==> config.mk <==
export PLATFORM = sky130hd
export DESIGN_NAME = pipe_chain_ctrl
export DESIGN_NICKNAME = d
export VERILOG_FILES = /design/src/rtl/pipe_chain_ctrl.sv
export SDC_FILE = /design/constraint.sdc
export NUM_CORES = 1
export LEC_CHECK = 0
export BUFFER_PORTS_ARGS = -buffer_cell sky130_fd_sc_hd__buf_2
export CAP_MARGIN = 0
export CORE_AREA = 5 5 208 210
export DETAILED_ROUTE_END_ITERATION = 16
export DIE_AREA = 0 0 213 215
export GPL_ROUTABILITY_DRIVEN = 0
export RECOVER_POWER = 50
export SYNTH_ARGS = -nofsm -noshare
export SYNTH_HDL_FRONTEND = slang
export SYNTH_SLANG_ARGS = --single-unit
==> constraint.sdc <==
create_clock -name clk -period 2.16 [get_ports clk]
set_input_delay 0.216 -clock clk [delete_from_list [all_inputs] [get_ports clk]]
set_output_delay 0.216 -clock clk [all_outputs]
set_load 0.005 [all_outputs]
==> src/rtl/pipe_chain_ctrl.sv <==
// rtl/pipe_chain_ctrl.sv - parametrised in-order pipeline register chain with stall, flush and bubbles
//
// Purpose:
//   NSTAGE-deep valid/ready register chain between a producer (fetch) and a
//   consumer (retire). Stage 0 is the youngest stage and stage NSTAGE-1 is the oldest.
//   Each stage can be held with busy[i] or killed with flush_req.
//   Two saturating performance counters count input stalls and output bubbles.
//
// Ports:
//   clk, resetn             clock; synchronous active-low reset
//   in_valid/in_ready/in_data    producer handshake into stage 0
//   busy[NSTAGE]            per-stage hold request (ignored on an invalid stage)
//   flush_req[NSTAGE]       flush_req[i] kills stages 0..i at the next edge
//   out_valid/out_ready/out_data consumer handshake from stage NSTAGE-1
//   stage_valid, stage_data registered per-stage state, stage i at [i*WIDTH +: WIDTH]
//   occupancy               number of valid stages (combinational popcount)
//   cnt_clr                 synchronous clear of both counters
//   stall_cnt, bubble_cnt   saturating counters: in_valid&&!in_ready, out_ready&&!out_valid
//
// Timing note: out_ready reaches in_ready through the accept chain combinationally.
// There is no combinational path from in_valid to out_valid.

module pipe_chain_ctrl #(
  parameter int                 NSTAGE    = 5,
  parameter int                 WIDTH     = 64,
  parameter logic [WIDTH-1:0]   RESET_VAL = '0,
  parameter int                 CNT_W     = 32,
  localparam int                OCC_W     = $clog2(NSTAGE + 1)
) (
  input  logic                     clk,
  input  logic                     resetn,
  input  logic                     in_valid,
  output logic                     in_ready,
  input  logic [WIDTH-1:0]         in_data,
  input  logic [NSTAGE-1:0]        busy,
  input  logic [NSTAGE-1:0]        flush_req,
  output logic                     out_valid,
  input  logic                     out_ready,
  output logic [WIDTH-1:0]         out_data,
  output logic [NSTAGE-1:0]        stage_valid,
  output logic [NSTAGE*WIDTH-1:0]  stage_data,
  output logic [OCC_W-1:0]         occupancy,
  input  logic                     cnt_clr,
  output logic [CNT_W-1:0]         stall_cnt,
  output logic [CNT_W-1:0]         bubble_cnt
);

  logic [NSTAGE-1:0] v_q, v_d;
  logic [WIDTH-1:0]  d_q [NSTAGE];
  logic [WIDTH-1:0]  d_d [NSTAGE];
  logic [NSTAGE-1:0] acc;     // stage i can take new content this cycle
  logic [NSTAGE-1:0] kill;    // stage i is covered by some flush at index >= i
  logic [NSTAGE-1:0] src_ok;  // the feeder of stage i offers a live payload
  logic              any_flush;
  logic              stall_inc, bubble_inc;

  // Accept chain is evaluated from the oldest stage toward the youngest.
  // Kill mask: a flush at index k covers every younger stage as well.
  always_comb begin
    acc  = '0;
    kill = '0;
    acc[NSTAGE-1]  = !v_q[NSTAGE-1] || (!busy[NSTAGE-1] && out_ready);
    kill[NSTAGE-1] = flush_req[NSTAGE-1];
    for (int i = NSTAGE - 2; i >= 0; i--) begin
      acc[i]  = !v_q[i] || (!busy[i] && acc[i+1]);
      kill[i] = flush_req[i] || kill[i+1];
    end
  end

  assign any_flush = kill[0];
  assign in_ready  = acc[0] && !any_flush;
  assign out_valid = v_q[NSTAGE-1] && !busy[NSTAGE-1] && !flush_req[NSTAGE-1];
  assign out_data  = d_q[NSTAGE-1];

  // A killed stage never feeds its successor.
  // The stage just above the flush boundary therefore takes a bubble.
  always_comb begin
    src_ok    = '0;
    src_ok[0] = in_valid && in_ready;
    for (int i = 1; i < NSTAGE; i++) begin
      src_ok[i] = v_q[i-1] && !busy[i-1] && !kill[i-1];
    end
  end

  always_comb begin
    v_d = v_q;
    for (int i = 0; i < NSTAGE; i++) begin
      d_d[i] = d_q[i];
    end
    for (int i = 0; i < NSTAGE; i++) begin
      if (kill[i]) begin
        v_d[i] = 1'b0;
        d_d[i] = RESET_VAL;
      end else if (acc[i]) begin
        if (src_ok[i]) begin
          v_d[i] = 1'b1;
          d_d[i] = (i == 0) ? in_data : d_q[(i == 0) ? 0 : i-1];
        end else begin
          v_d[i] = 1'b0;
          d_d[i] = RESET_VAL;
        end
      end
    end
  end

  always_ff @(posedge clk) begin
    if (!resetn) begin
      v_q <= '0;
      for (int i = 0; i < NSTAGE; i++) begin
        d_q[i] <= RESET_VAL;
      end
    end else begin
      v_q <= v_d;
      for (int i = 0; i < NSTAGE; i++) begin
        d_q[i] <= d_d[i];
      end
    end
  end

  assign stage_valid = v_q;

  for (genvar g = 0; g < NSTAGE; g++) begin : g_pack
    assign stage_data[g*WIDTH +: WIDTH] = d_q[g];
  end

  always_comb begin
    occupancy = '0;
    for (int i = 0; i < NSTAGE; i++) begin
      occupancy = occupancy + OCC_W'(v_q[i]);
    end
  end

  assign stall_inc  = in_valid && !in_ready;
  assign bubble_inc = out_ready && !out_valid;

  // Counters saturate at all-ones. A clear wins over a same-cycle increment.
  always_ff @(posedge clk) begin
    if (!resetn || cnt_clr) begin
      stall_cnt  <= '0;
      bubble_cnt <= '0;
    end else begin
      if (stall_inc && (stall_cnt != '1)) begin
        stall_cnt <= stall_cnt + 1'b1;
      end
      if (bubble_inc && (bubble_cnt != '1)) begin
        bubble_cnt <= bubble_cnt + 1'b1;
      end
    end
  end

endmodule

-- Word-level counts from Yosys, hierarchy flattened
Memories as Yosys holds them, arrays and structs flattened.
Index checks and enable logic that the tools add are counted.
- register bits: 69
- bits in writable memories: 320
- input port bits: 79
- output and inout port bits: 458
- logic and storage cells: 103
- memories kept: 1
- memories (memory ; depth ; bits a word ; read ports ; clocked after Yosys merged registers in ; write ports ; line ; RTL):
    d_q ; 5 ; 64 ; 5 ; 0 ; 5 ; 49 ; logic [WIDTH-1:0] d_q [NSTAGE];
- $add $sub $neg: 6
- equality and inequality tests: 2
- mux-type cells: 27
- bitwise operators: 6
- reductions and logical operators: 54
- operator list (kind ; number):
    $mux W64 ; 20
    $add A32 B1 Y32 const B ; 2
    $ne A32 B32 Y1 const B ; 2
    $logic_and A1 B1 Y1 ; 21
    $logic_not A1 Y1 ; 18
    $logic_or A1 B1 Y1 ; 10
    $reduce_or A2 Y1 ; 5
    $mux W1 ; 7
    $add A3 B1 Y3 ; 2
    $or A1 B1 Y1 ; 5
    $add A2 B1 Y3 ; 1
    $add A1 B1 Y2 ; 1
    $not A1 Y1 ; 1

-- Longest topological paths before layout
- depth after elaboration: 17
- gate-level depth with buffers: 10
- gate-level depth less buffers: 8

-- Worst setup path before layout
No wires, ideal clock.
- kind: reg-to-reg
- from: register stall_cnt[12]
- to: register stall_cnt[8]
- setup time: 0.128 ns
- arrival: 1.853 ns
- required time: 2.032 ns
- path slack: 0.179 ns
- stages on the path, launching flop included: 10
- path buffers: 2
- clock period less this slack: 1.981 ns
- cell sequence: dfxtp_1 -> and4_4 -> nand4_4 -> or3_4 -> nand2b_4 -> buf_6 -> buf_8 -> nand4_1 -> xor2_1 -> nor2_1
- word-level cells in the longest chain between the ends: 2
- ends and longest elaborated chain (what ; line ; RTL):
    start, declared ; 44 ; output logic [CNT_W-1:0] stall_cnt,
    start signal, assigned ; 143 ; stall_cnt <= stall_cnt + 1'b1;
    $ne A32 B32 Y1 ; 142 ; if (stall_inc && (stall_cnt != '1)) begin
    $logic_and A1 B1 Y1 ; 142 ;
Every way passes these cells.
A chain may end at the register's enable or synchronous reset.

-- Final worst setup path
- from: register v_q[3] (netlist: stage_valid[3])
- to: output port occupancy[1]
- word-level cells in the longest chain between the ends: 2
- ends and longest elaborated chain (what ; line ; RTL):
    start, declared ; 48 ; logic [NSTAGE-1:0] v_q, v_d;
    start signal, assigned ; 113 ; v_q <= v_d;
    $add A3 B1 Y3 (2 in a row) ; 129 ; occupancy = occupancy + OCC_W'(v_q[i]);
    end, declared ; 42 ; output logic [OCC_W-1:0] occupancy,
Every way passes these cells.

==> metrics.yaml <==
outcome: "complete, but fails checks"
violations: "setup timing"
p_per_area_mw_per_mm2: 778
vias: 13700
worstPathRequired_ns: 1.94
rows: 75
die_area_mm2: 0.0458
crit_chain: "buf_6, fa_1, fa_2, ha_4, buf_6"
antenna_found_initial: 3
cpMaxStageDelayCell: "fa_1"
power_switching_mw: 3.12
startpoint_type: "flop"
ys_seq_area_frac: 0.540
swShare: 0.207
hold_ws_ns: 0.114
fin_ws_ns: -0.307
grt_pass1_vias: 13400
path_max_fanout: 2
drc_errors: 0
dr.first_iter.drc_count: 899
path_clk_slew_ns: 0.06
drtPass1Iterations: 5
drive_gt1_frac: 0.208
slew_headroom: 0.367
comb_power_share: 0.023
port_buffers: 536
leakagePower_nw: 7.23
tightest_slew_ns: 0.950
ios: 537
fin_nets: 2146
slew_viol_final: 0
overflow: 0
numCtsBuffers: 43
clk_path_buf_depth: 3
post-route-period-util: 1.14
ir_drop_mv: 0.480
internal_power_mw: 11.9
synthFlopType: "dfxtp_1"
gr-usage-all-layers: 0.224
cts_root_buffer: "clkbuf_16"
insertion_delay_ns: 0.56
synth_nets: 1621
yosysWarningCount: 0
final_common_cell: "dfxtp_1"
worstSetupEndpointType: "output port"
routed_wl_mm: 53.7
ys_types: 62
layout_common_cells: "dfxtp_1 (386), clkbuf_1 (285), nor2_1 (266)"
avgRoutedWirePerCell_um: 20.4
fmax_mhz: 405
htree_levels: 2
cts_tree: "yes"
p_seq_frac: 0.477
hold_violations: 0
syn_area_per_cell_um2: 9.38
setup_tns_ns: -0.772
hold_class: "input pin to flop"
grt_pass1_wl_mm: 81.8
core-area_mm2: 0.0414
syn_inst: 1537
drv_cap: 0
start_util: 0.349
power_frac_clock: 0.500
dp_hpwl_mm: 37.3
skew_ns: 0.0188
synth_edf_count: 0
min_period_ns: 2.47
grt_max_degree: 66
setup_violations: 4
async_flop_share: 0
slowest_delay_ns: 0.51
grt_setup_unrepaired: "true"
critical_path_arrival_ns: 2.25
syn_area_mm2: 0.0144
path_common_cell: "buf_6"
vias_per_cell: 5.18
die_y_um: 215
yosys_register_bits: 389
syn_to_final_growth_pct: 34.2
cts_sinks: 389
die_x_um: 213
final_antenna_net_count: 0
crit_type: "flop to output port"
flip-flops by register name (all words and copies together), names as in the netlist:
signal and count:
bubble_cnt 32, d_q 320, stage_valid 5, stall_cnt 32
final cells by class:
cell class	instances	area (um^2)
fill	4017	22000
sequential	389	7790
multi-input combinational	962	5770
timing repair buffer	662	3630
clock buffer	63	1280
tap	539	674
clock inverter	13	191
inverter	4	15.0
antenna	2	5.00
power by group through the flow:
stage | clock [mW] | combinational [mW] | sequential, mW
2_1_floorplan | 0 | 0.102 | 7.35
3_3_place_gp | 0 | 0.240 | 7.35
3_5_place_dp | 0 | 0.244 | 7.35
4_1_cts | 7.73 | 0.342 | 7.19
5_1_grt | 8.03 | 0.368 | 7.18
6_report | 7.54 | 0.343 | 7.19
cells in the mapped netlist (4+ instances only):
library cell | instances | share of area
a22o_1 | 64 | 0.039
nand4_1 | 19 | 0.0082
and3_2 | 5 | 0.0026
a22oi_1 | 192 | 0.10
and3_1 | 16 | 0.0069
and4_1 | 6 | 0.0036
nor2_1 | 268 | 0.070
inv_1 | 4 | 0.0010
and2_1 | 8 | 0.0035
nand2_1 | 91 | 0.024
a21oi_1 | 70 | 0.024
nand2b_1 | 6 | 0.0026
xnor2_1 | 12 | 0.0073
buf_1 | 19 | 0.0049
buf_2 | 18 | 0.0062
nand3_1 | 99 | 0.034
nor4_1 | 4 | 0.0017
nor3_1 | 4 | 0.0014
o21ai_0 | 4 | 0.0014
dfxtp_1 | 389 | 0.54
clkbuf_1 | 76 | 0.020
o21a_1 | 5 | 0.0026
buf_4 | 66 | 0.034
xor2_1 | 41 | 0.025
kinds of logic after synthesis:
group	after synthesis	synth area share
compound gates	349	0.176
simple gates	554	0.176
xor+xnor	53	0.0322
buf+inv	186	0.0690
flops	389	0.540
fa+ha+maj	5	0.00538
mux	1	0.000694
path summary, 6_finish.rpt:
path,startpoint,end,slack [ns],cells after the start
max,stage_valid[3]$_SDFFE_PP0N_,occupancy[1],-0.31,5
min,cnt_clr,stall_cnt[4]$_SDFFE_PP0P_,0.11,3
max reg2reg,stage_valid[4]$_SDFFE_PP0N_,stall_cnt[29]$_SDFFE_PP0P_,0.03,6
min reg2reg,d_q[0][115]$_SDFFE_PP0N_,d_q[0][115]$_SDFFE_PP0N_,0.47,2
what timing repair did:
action | CTS | global route
pin swaps | 3 | 3
setup endpoints to repair | 4 | 27
hold buffers | 66 | 0
buffers inserted | 3 | 3
resized for setup | 8 | 8
endpoints found under the hold margin | 65 | 0
worst max-delay path: cells and delay by family, from the launching register on:
| kind | cells | cell delay, ns |
|---|---|---|
| buffers and inverters | 2 | 0.23 |
| flip-flops | 1 | 0.32 |
| adder cells (fa/ha/maj) | 3 | 1.15 |
routing by layer:
layer,part of all wire,global-route usage,vias to the layer above,routed length (um)
met5,0.00026,0,-,14
met1,0.42,0.287,6643,22500
met3,0.065,0.0442,92,3470
li1,-,-,6410,-
met2,0.49,0.381,504,26200
met4,0.028,0.0702,2,1510
through the flow:
stage	cell area (um^2)	util	std cells	power, mW	setup slack (ns)
2_1_floorplan	14400	-	1537	7.45	0.179
3_3_place_gp	17500	0.422	2484	7.59	0.0182
3_5_place_dp	17500	0.422	2484	7.59	0.0162
4_1_cts	19700	0.475	2629	15.3	-0.330
5_1_grt	19400	0.468	2633	15.6	-0.357
6_report	19400	0.468	2634	15.1	-0.307
(Power assumes the default switching activity.)
